==> src/rtl/dp_vector_player.sv <==
`default_nettype none
// ============================================================================
// Module      : dp_vector_player
// Description : Control-vector replay engine for the 16-bit datapath. Plays a
//               programmable table of control words one per cycle and checks
//               the observed SysBus against expected values after a fixed
//               pipeline latency, keeping sticky error status.
// Revision    : 1.0 - initial release
// ============================================================================
module dp_vector_player #(
    parameter int CTRL_W  = 24,
    parameter int DATA_W  = 16,
    parameter int DEPTH   = 32,
    parameter int CHK_LAT = 1,
    parameter int ADDR_W  = $clog2(DEPTH)
) (
    input  logic              Clock,
    input  logic              Reset,
    input  logic              LdEn,
    input  logic [ADDR_W-1:0] LdAddr,
    input  logic [CTRL_W-1:0] LdCtrl,
    input  logic [DATA_W-1:0] LdExp,
    input  logic              LdChk,
    input  logic              Start,
    input  logic              Stop,
    input  logic [ADDR_W-1:0] LastAddr,
    input  logic [7:0]        Loops,
    input  logic [DATA_W-1:0] Obs,
    output logic [CTRL_W-1:0] CtrlOut,
    output logic              Busy,
    output logic              Done,
    output logic              ErrFlag,
    output logic [15:0]       ErrCount,
    output logic [ADDR_W-1:0] FirstErrAddr
);

    localparam logic [1:0] c_IDLE  = 2'd0;
    localparam logic [1:0] c_RUN   = 2'd1;
    localparam logic [1:0] c_DRAIN = 2'd2;
    localparam logic [1:0] c_DONE  = 2'd3;

    // DRAIN lasts CHK_LAT cycles; the counter runs down to zero.
    localparam logic [2:0] c_DRAIN_INIT = 3'(CHK_LAT - 1);

    // Vector table (never reset; contents survive Reset)
    logic [CTRL_W-1:0] r_ctrlMem [DEPTH];
    logic [DATA_W-1:0] r_expMem  [DEPTH];
    logic              r_chkMem  [DEPTH];

    logic [1:0]        r_state;
    logic [ADDR_W-1:0] r_ptr;
    logic [ADDR_W-1:0] r_lastAddr;
    logic              r_loopsZero;
    logic [7:0]        r_passCnt;
    logic [2:0]        r_drainCnt;
    logic [CTRL_W-1:0] r_ctrlOut;
    logic              r_busy;
    logic              r_done;
    logic              r_errFlag;
    logic [15:0]       r_errCount;
    logic [ADDR_W-1:0] r_firstErrAddr;

    // Check pipeline: stage CHK_LAT-1 is the head compared against Obs
    logic [CHK_LAT-1:0] r_pipeChk;
    logic [DATA_W-1:0]  r_pipeExp  [CHK_LAT];
    logic [ADDR_W-1:0]  r_pipeAddr [CHK_LAT];

    logic [1:0]        w_stateNext;
    logic [ADDR_W-1:0] w_ptrNext;
    logic [7:0]        w_passNext;
    logic [2:0]        w_drainNext;
    logic [CTRL_W-1:0] w_ctrlNext;
    logic              w_busyNext;
    logic              w_doneNext;
    logic              w_push;
    logic              w_start;
    logic              w_mismatch;

    // Table writes are accepted only while idle
    always_ff @(posedge Clock) begin
        if (LdEn && (r_state == c_IDLE)) begin
            r_ctrlMem[LdAddr] <= LdCtrl;
            r_expMem[LdAddr]  <= LdExp;
            r_chkMem[LdAddr]  <= LdChk;
        end
    end

    // FSM state register
    always_ff @(posedge Clock) begin
        if (Reset) begin
            r_state <= c_IDLE;
        end else begin
            r_state <= w_stateNext;
        end
    end

    // Next-state and next-output decode; outputs are registered below
    always_comb begin
        w_stateNext = r_state;
        w_ptrNext   = r_ptr;
        w_passNext  = r_passCnt;
        w_drainNext = r_drainCnt;
        w_ctrlNext  = '0;
        w_busyNext  = 1'b0;
        w_doneNext  = 1'b0;
        w_push      = 1'b0;
        w_start     = 1'b0;
        case (r_state)
            c_IDLE: begin
                if (Start) begin
                    w_stateNext = c_RUN;
                    w_ptrNext   = '0;
                    w_passNext  = Loops;
                    w_start     = 1'b1;
                end
            end
            c_RUN: begin
                w_ctrlNext = r_ctrlMem[r_ptr];
                w_busyNext = 1'b1;
                w_push     = 1'b1;
                w_ptrNext  = r_ptr + 1'b1;
                if (Stop) begin
                    w_stateNext = c_DRAIN;
                    w_drainNext = c_DRAIN_INIT;
                end else if (r_ptr == r_lastAddr) begin
                    if (!r_loopsZero && (r_passCnt == 8'd1)) begin
                        w_stateNext = c_DRAIN;
                        w_drainNext = c_DRAIN_INIT;
                    end else begin
                        // Wrap straight back to entry 0 with no bubble
                        w_ptrNext = '0;
                        if (!r_loopsZero) begin
                            w_passNext = r_passCnt - 8'd1;
                        end
                    end
                end
            end
            c_DRAIN: begin
                w_busyNext = 1'b1;
                if (r_drainCnt == 3'd0) begin
                    w_stateNext = c_DONE;
                end else begin
                    w_drainNext = r_drainCnt - 3'd1;
                end
            end
            c_DONE: begin
                w_doneNext  = 1'b1;
                w_stateNext = c_IDLE;
            end
            default: begin
                w_stateNext = c_IDLE;
            end
        endcase
    end

    // Playback counters, Start-time samples and registered outputs
    always_ff @(posedge Clock) begin
        if (Reset) begin
            r_ptr       <= '0;
            r_passCnt   <= '0;
            r_drainCnt  <= '0;
            r_lastAddr  <= '0;
            r_loopsZero <= 1'b0;
            r_ctrlOut   <= '0;
            r_busy      <= 1'b0;
            r_done      <= 1'b0;
        end else begin
            r_ptr      <= w_ptrNext;
            r_passCnt  <= w_passNext;
            r_drainCnt <= w_drainNext;
            r_ctrlOut  <= w_ctrlNext;
            r_busy     <= w_busyNext;
            r_done     <= w_doneNext;
            if (w_start) begin
                r_lastAddr  <= LastAddr;
                r_loopsZero <= (Loops == 8'd0);
            end
        end
    end

    // Shift issued vectors towards the compare point
    always_ff @(posedge Clock) begin
        if (Reset) begin
            r_pipeChk <= '0;
            for (int i = 0; i < CHK_LAT; i++) begin
                r_pipeExp[i]  <= '0;
                r_pipeAddr[i] <= '0;
            end
        end else begin
            r_pipeChk[0]  <= w_push & r_chkMem[r_ptr];
            r_pipeExp[0]  <= r_expMem[r_ptr];
            r_pipeAddr[0] <= r_ptr;
            for (int i = 1; i < CHK_LAT; i++) begin
                r_pipeChk[i]  <= r_pipeChk[i-1];
                r_pipeExp[i]  <= r_pipeExp[i-1];
                r_pipeAddr[i] <= r_pipeAddr[i-1];
            end
        end
    end

    assign w_mismatch = r_pipeChk[CHK_LAT-1] && (Obs != r_pipeExp[CHK_LAT-1]);

    // Sticky error status; Start clears it for the new run
    always_ff @(posedge Clock) begin
        if (Reset) begin
            r_errFlag      <= 1'b0;
            r_errCount     <= '0;
            r_firstErrAddr <= '0;
        end else if (w_start) begin
            r_errFlag      <= 1'b0;
            r_errCount     <= '0;
            r_firstErrAddr <= '0;
        end else if (w_mismatch) begin
            r_errFlag <= 1'b1;
            if (r_errCount != 16'hFFFF) begin
                r_errCount <= r_errCount + 16'd1;
            end
            if (!r_errFlag) begin
                r_firstErrAddr <= r_pipeAddr[CHK_LAT-1];
            end
        end
    end

    assign CtrlOut      = r_ctrlOut;
    assign Busy         = r_busy;
    assign Done         = r_done;
    assign ErrFlag      = r_errFlag;
    assign ErrCount     = r_errCount;
    assign FirstErrAddr = r_firstErrAddr;

endmodule
`default_nettype wire

==> config.mk <==
export PLATFORM = sky130hd
export DESIGN_NAME = dp_vector_player
export DESIGN_NICKNAME = d
export VERILOG_FILES = /design/src/rtl/dp_vector_player.sv
export SDC_FILE = /design/constraint.sdc
export NUM_CORES = 1
export LEC_CHECK = 0
export BUFFER_PORTS_ARGS = -buffer_cell sky130_fd_sc_hd__buf_2
export CAP_MARGIN = 20
export CELL_PAD_IN_SITES_DETAIL_PLACEMENT = 1
export CELL_PAD_IN_SITES_GLOBAL_PLACEMENT = 1
export CORE_MARGIN = 2
export CORE_UTILIZATION = 45
export CTS_CLUSTER_SIZE = 8
export DETAILED_ROUTE_END_ITERATION = 8
export GPL_TIMING_DRIVEN = 0
export PLACE_DENSITY_LB_ADDON = 0.08
export SETUP_SLACK_MARGIN = 0.5
export SYNTH_ARGS = -nofsm -noshare
export SYNTH_HDL_FRONTEND = slang
export SYNTH_SLANG_ARGS = --single-unit
==> constraint.sdc <==
create_clock -name Clock -period 4 [get_ports Clock]
set_clock_uncertainty 0.1 [all_clocks]
set_input_delay 0 -clock Clock [delete_from_list [all_inputs] [get_ports Clock]]
set_output_delay 0 -clock Clock [all_outputs]
set_load 0.005 [all_outputs]
==> impl_metrics.env, run 1 <==
export IMPL_ant_nets=0
export IMPL_grt_pass1_vias=30200
export IMPL_numCtsBuffers=194
export IMPL_final_min_clock_period_ns=3.49
export IMPL_synth_ff_type="edfxtp_1"
export IMPL_worstSetupPathType="reg -> reg"
export IMPL_reg2reg_slack_ns=0.51
export IMPL_seq_area_frac_synth_pct=76.9
export IMPL_start_kind="register"
export IMPL_slowest_delay_ns=0.61
export IMPL_path_clk_slew_ns=0.05
export IMPL_multiInputGateArea_sq_um=12100
export IMPL_avgRoutedWirePerCell_um=31.5
export IMPL_grt_antenna_before_repair=4
export IMPL_wl_um=150000
export IMPL_r2r_start="r_state[1]"
export IMPL_die_area_sq_um=122000
export IMPL_hold_viol_final=2
export IMPL_clock_path_buffers=3
export IMPL_synthTopCellsByArea="edfxtp_1 (73%), mux4_2 (14%), dfxtp_1 (3.7%)"
export IMPL_rsz0062_at_grt="yes"
export IMPL_start_util_pct=45.5
export IMPL_dp_cells=4314
export IMPL_cp_endpoint="r_passCnt[5]"
export IMPL_first_pass_iters=5
export IMPL_place_port_buffers=126
export IMPL_p_per_area_nw_per_um2=542
export IMPL_syn_to_final_growth_pct=21.1
export IMPL_rows=126
export IMPL_maxCapViolCount=0
export IMPL_vdd_drop_max_uv=404
export IMPL_synth_cell_types=58
export IMPL_min_path_cells=6
export IMPL_grt_pass1_wl_um=216000
export IMPL_first_iter_violations=2483
export IMPL_tritoncts="built"
export IMPL_crit_cells=9
export IMPL_critPathMaxFanout=9
export IMPL_syn_area_per_cell_sq_um=21.4
export IMPL_root_buffer="clkbuf_16"
export IMPL_h_tree_depth=4
export IMPL_clkSinkCount=1411
export IMPL_timing_rr_end="r_passCnt[5]"
export IMPL_status="finished with violations"
export IMPL_cellLeakagePower_uw=0.0204
export IMPL_yosysTopAreaCell="edfxtp_1"
export IMPL_core_area_sq_um=118000
export IMPL_finalHoldWorstSlack_ns=-0.00339
export IMPL_cpLargestDelayFamily="buffers and inverters"
export IMPL_post_dp_hpwl_um=98800
export IMPL_synth_top_cell_area_share_pct=73.2
export IMPL_yosysWarnings=0
export IMPL_violations="hold timing"
export IMPL_drc_errors=0
export IMPL_crit_arrival_ns=4.06
export IMPL_synth_seq_cells=1411
export IMPL_synthArstFlopShare_pct=0
export IMPL_regArea_sq_um=41400
export IMPL_drive_above_1_share_pct=28.4
export IMPL_netlist_instances=2515
export IMPL_finalPower_uw=35300
export IMPL_slew_headroom_pct=18.1
export IMPL_synth_area_sq_um=53800
export IMPL_hold_class="in -> reg"
export IMPL_syn_num_nets=2605
export IMPL_viasPerCell=5.82
export IMPL_cp_startpoint="r_state[1]"
export IMPL_gp_congestion=0.770
export IMPL_gr_total_overflow=0
export IMPL_final_cells=4773
export IMPL_synth_edf_count=1312
export IMPL_cp_common_cell="dlygate4sd3_1"
export IMPL_drv_slew=0
export IMPL_grtUsageTotal_pct=25.0
export IMPL_setup_viol=0
export IMPL_num_vias=27800
export IMPL_tightest_slew_ns=1.23
export IMPL_fin_crit_sh_pct=87.2
export IMPL_path_cells="inv_1, ha_1, clkbuf_1, mux2i_2, nor2b_1, a32oi_1, dlygate4sd3_1, a21oi_1, dlygate4sd3_1"
export IMPL_nFillCells=10200
export IMPL_critPathCaptureType="register"
export IMPL_clk_insertion_delay_late_ns=0.79
export IMPL_slowest_stage="mux2i_2"
export IMPL_die_y_um=350
export IMPL_die_w_um=350
export IMPL_path_buf_inv=4
export IMPL_fmax_mhz=287
export IMPL_required_ns=4.57
export IMPL_layout_nets=3121
export IMPL_r2r_cells=9
export IMPL_grt_max_degree=33
export IMPL_io_pins=128
==> worst min-delay path by stage <==
stage,endpoint,from,slack [ns]
after CTS,ErrCount[10],Obs[5],0.005
after global placement,r_passCnt[4],Loops[4],0.18
final,ErrCount[10],Obs[5],-0.003
after global routing,ErrCount[11],Obs[9],0.07
after detailed placement,r_lastAddr[1],LastAddr[1],0.18
after floorplan,r_chkMem[0],LdChk,-0.001
==> synth_stat cells, drive strengths merged (5+ instances only) <==
library cell	instances
dfxtp	99
o21ai	27
ha	10
nand4	16
nor2	61
xnor2	21
edfxtp	1312
mux2i	134
nand3b	12
a31oi	5
mux2	14
mux4	328
a211oi	6
a211o	13
nand3	23
buf	68
a21oi	37
nand2	52
inv	14
nand2b	5
clkbuf	63
o22ai	64
o31ai	12
or4	13
nor2b	15
nor4	6
nor3	8
or2	24
or3	5
==> worst register-to-register path: stages (launching register included) <==
cell           delay [ns]
dfxtp_1              0.33
inv_1                0.10
ha_1                 0.16
clkbuf_1             0.34
mux2i_2              0.61
nor2b_1              0.23
a32oi_1              0.27
dlygate4sd3_1        0.58
a21oi_1              0.07
dlygate4sd3_1        0.59
==> cell usage in the layout, fill, tap and decap left out, types with 15 or more instances in the layout <==
master | Yosys | final
a21oi_1 | 37 | 37
buf_1 | 24 | 20
buf_12 | 0 | 42
buf_16 | 0 | 26
buf_2 | 43 | 169
buf_4 | 1 | 18
clkbuf_1 | 63 | 172
clkbuf_16 | 0 | 199
clkbuf_2 | 0 | 15
dfxtp_1 | 99 | 99
dlygate4sd3_1 | 0 | 101
edfxtp_1 | 1312 | 1312
mux2i_1 | 134 | 133
mux4_2 | 328 | 328
nand2_1 | 52 | 52
nand3_1 | 22 | 22
nand4_1 | 16 | 16
nor2_1 | 61 | 29
nor2_4 | 0 | 32
nor2b_1 | 15 | 15
o21ai_0 | 27 | 27
o22ai_1 | 64 | 64
or2_2 | 24 | 24
xnor2_1 | 19 | 19
==> cells by family after synthesis <==
group                      count (synthesis)  synth area share (%)
xor gates and xnor gates                  22                 0.386
buffers and inverters                    145                  1.12
muxes                                    476                  16.5
adders and majority gates                 10                 0.232
and+or+nand+nor                          258                  2.56
DFF                                     1411                  76.9
AOI/OAI and AO/OA                        193                  2.32
==> layer usage <==
metal | GRT usage [%] | vias up | routed length (um)
met4 | 8.07 | 4 | 4150
met1 | 32.2 | 15000 | 60700
met3 | 4.18 | 247 | 7530
met5 | 0 | - | 25
li1 | - | 11600 | -
met2 | 43.3 | 883 | 77800
==> report_power, final <==
group	internal, uW	total (uW)	switching (uW)	leakage, uW
logic	1500	3590	2090	0.00511
registers	16400	16600	135	0.0126
clock network	9170	15100	5970	0.00267
==> final cells by class <==
| cell class | count | area share [%] |
|---|---|---|
| antenna | 4 | 0.0154 |
| buffer | 131 | 0.918 |
| clock buffer | 324 | 8.38 |
| clock inverter | 10 | 0.192 |
| inverter | 14 | 0.0806 |
| multi-input combinational | 959 | 18.6 |
| sequential | 1411 | 63.5 |
| tap | 1600 | 3.07 |
| timing repair buffer | 320 | 5.28 |
==> stage by stage <==
stage / setup WS [ns] / hold WS, ns / cell area [sq um] / util (%) / setup TNS [ns]
2_1_floorplan: 0.334 / -0.00113 / 53800 / - / 0
3_3_place_gp: -3.16 / 0.179 / 56500 / 47.7 / -3025.56
3_5_place_dp: -0.192 / 0.182 / 58300 / 49.3 / -4.08
4_1_cts: 0.512 / 0.00457 / 65000 / 54.9 / 0
5_1_grt: 0.448 / 0.0684 / 65200 / 55.0 / 0
6_report: 0.511 / -0.00339 / 65200 / 55.0 / 0
==> state kept, by name (all words and copies together), names as in the netlist, 8 cells and up, named ones only <==
| signal | count |
|---|---|
| r_chkMem | 32 |
| r_passCnt | 8 |
| ErrCount | 16 |
| CtrlOut | 24 |
| r_ctrlMem | 768 |
| r_expMem | 512 |
| r_pipeExp | 16 |
==> timing repair <==
item	in CTS	in global routing
hold buffers	102	0
buffers inserted	8	10
endpoints found under the hold margin	1536	0
gates resized for setup	19	14
pin swaps	7	8
setup endpoints to repair	359	136
No activity file was read; power rests on OpenSTA's default activity.
==> run 2: changes to the inputs <==
--- a/config.mk
+++ b/config.mk
@@ -14,7 +14,7 @@
 export CTS_CLUSTER_SIZE = 8
 export DETAILED_ROUTE_END_ITERATION = 8
 export GPL_TIMING_DRIVEN = 0
-export PLACE_DENSITY_LB_ADDON = 0.08
+export PLACE_DENSITY_LB_ADDON = 0.1
 export SETUP_SLACK_MARGIN = 0.5
 export SYNTH_ARGS = -nofsm -noshare
 export SYNTH_HDL_FRONTEND = slang
==> run 2 against run 1 <==
The run now ends clean. Critical path depth rose by 1. Count of clock-buffer cells in the layout fell by 8. Flip-flop and latch count unchanged. Largest cell class unchanged. Largest power group unchanged.
==> impl_metrics.env, run 2 (same netlist as run 1, synthesis figures left out) <==
export IMPL_status="completed"
export IMPL_root_buffer="clkbuf_16"
export IMPL_post_dp_hpwl_um=97200
export IMPL_drive_above_1_share_pct=28.3
export IMPL_hold_viol_final=0
export IMPL_path_clk_slew_ns=0.06
export IMPL_slew_headroom_pct=22.9
export IMPL_required_ns=4.65
export IMPL_first_pass_iters=5
export IMPL_start_util_pct=45.5
export IMPL_grt_pass1_wl_um=217000
export IMPL_vdd_drop_max_uv=474
export IMPL_gp_congestion=0.784
export IMPL_rows=126
export IMPL_grtUsageTotal_pct=25.1
export IMPL_fmax_mhz=276
export IMPL_avgRoutedWirePerCell_um=31.7
export IMPL_io_pins=128
export IMPL_viasPerCell=5.86
export IMPL_fin_area_sq_um=65000
export IMPL_ant_nets=0
export IMPL_rsz0062_at_grt="yes"
export IMPL_clk_insertion_delay_late_ns=0.81
export IMPL_grt_antenna_before_repair=4
export IMPL_hold_class="in -> reg"
export IMPL_drc_errors=0
export IMPL_die_y_um=350
export IMPL_layout_nets=3116
export IMPL_reg_top3="r_ctrlMem (768), r_expMem (512), r_chkMem (32)"
export IMPL_critPathMaxFanout=10
export IMPL_clkSinkCount=1411
export IMPL_syn_to_final_growth_pct=20.8
export IMPL_reg2reg_slack_ns=0.38
export IMPL_fin_crit_sh_pct=90.5
export IMPL_grt_pass1_vias=30000
export IMPL_p_per_area_nw_per_um2=545
export IMPL_crit_arrival_ns=4.27
export IMPL_layout_commonest_cell="edfxtp_1"
export IMPL_first_iter_violations=2690
export IMPL_num_vias=27900
export IMPL_core_area_sq_um=118000
export IMPL_gr_total_overflow=0
export IMPL_finalHoldWorstSlack_ns=0.0608
export IMPL_nFillCells=10200
export IMPL_final_cell_mix="edfxtp_1 (1312), mux4_2 (328), clkbuf_16 (196)"
export IMPL_cellLeakagePower_uw=0.0203
export IMPL_critPathCaptureType="register"
export IMPL_clock_path_buffers=3
export IMPL_fin_util_pct=54.9
export IMPL_h_tree_depth=4
export IMPL_worstSetupPathType="reg -> reg"
export IMPL_start_kind="register"
export IMPL_final_min_clock_period_ns=3.62
export IMPL_numCtsBuffers=194
export IMPL_top_register="r_ctrlMem"
export IMPL_tightest_slew_ns=1.16
export IMPL_tritoncts="built"
export IMPL_setup_viol=0
export IMPL_dpl_instance_area_sq_um=58200
export IMPL_drv_slew=0
export IMPL_wl_um=151000
export IMPL_maxCapViolCount=0
export IMPL_die_w_um=350
export IMPL_largest_reg_flops=768
export IMPL_place_port_buffers=126
export IMPL_grt_max_degree=33
export IMPL_die_area_sq_um=122000
run 2: per-stage QoR:
| step | TNS [ns] | total power [uW] | setup WS [ns] | instances |
|---|---|---|---|---|
| after CTS | 0 | 35700 | 0.539 | 4752 |
| after global placement | -3054.90 | 20000 | -3.36 | 4241 |
| final | 0 | 35500 | 0.381 | 4763 |
| after global routing | 0 | 36600 | 0.265 | 4763 |
| after detailed placement | -1.67 | 20200 | -0.0557 | 4312 |
| after floorplan | 0 | 18900 | 0.334 | 2515 |
run 2: routing by layer:
layer  share of wire [%]  vias up  track usage, %
met1                  41    15100            32.6
met2                  51      944            42.6
met4                 3.4        2            9.24
met3                 5.3      308            4.27
met5               0.011        -               0
li1                    -    11600               -
run 2: area by class of cell:
cell class                      count  area [sq um]  share of cell area (%)
Multi-Input combinational cell    959         12100                    18.6
Tap cell                         1600          2000                    3.08
Clock buffer                      316          5360                    8.23
Sequential cell                  1411         41400                    63.6
Buffer                            131           609                   0.937
Inverter                           14          52.6                  0.0808
Clock inverter                     14           268                   0.412
Antenna cell                        3          7.51                  0.0115
Timing Repair Buffer              315          3280                    5.04
run 2: path summary, 6_finish.rpt:
check / from / to / cells past startpoint
worst max-delay path: r_state[0] / r_passCnt[1] / 10
worst max register to register: r_state[0] / r_passCnt[1] / 10
worst min-delay path: Obs[5] / ErrFlag / 6
worst min register to register: r_pipeAddr[0][3] / FirstErrAddr[3] / 2
run 2: critical path: stages (launching register included):
cell,delay [ns]
dfxtp_1,0.34
inv_1,0.11
ha_1,0.15
clkbuf_1,0.35
nand2_1,0.36
o21ai_0,0.26
clkbuf_2,0.33
o22ai_1,0.13
dlygate4sd3_1,0.58
a211oi_1,0.24
dlygate4sd3_1,0.61
run 2: power by group:
part	internal, uW	switching [uW]	total [uW]
Sequential	16400	138	16600
Combinational	1500	2100	3600
Clock	9130	6140	15300
Total	27100	8380	35500
run 2: repair_timing:
action | in CTS | in global routing
hold buffers | 105 | 0
setup endpoints to repair | 347 | 83
gates resized for setup | 24 | 10
pin swaps | 2 | 5
hold endpoints to repair | 1662 | 0
buffers inserted | 5 | 7
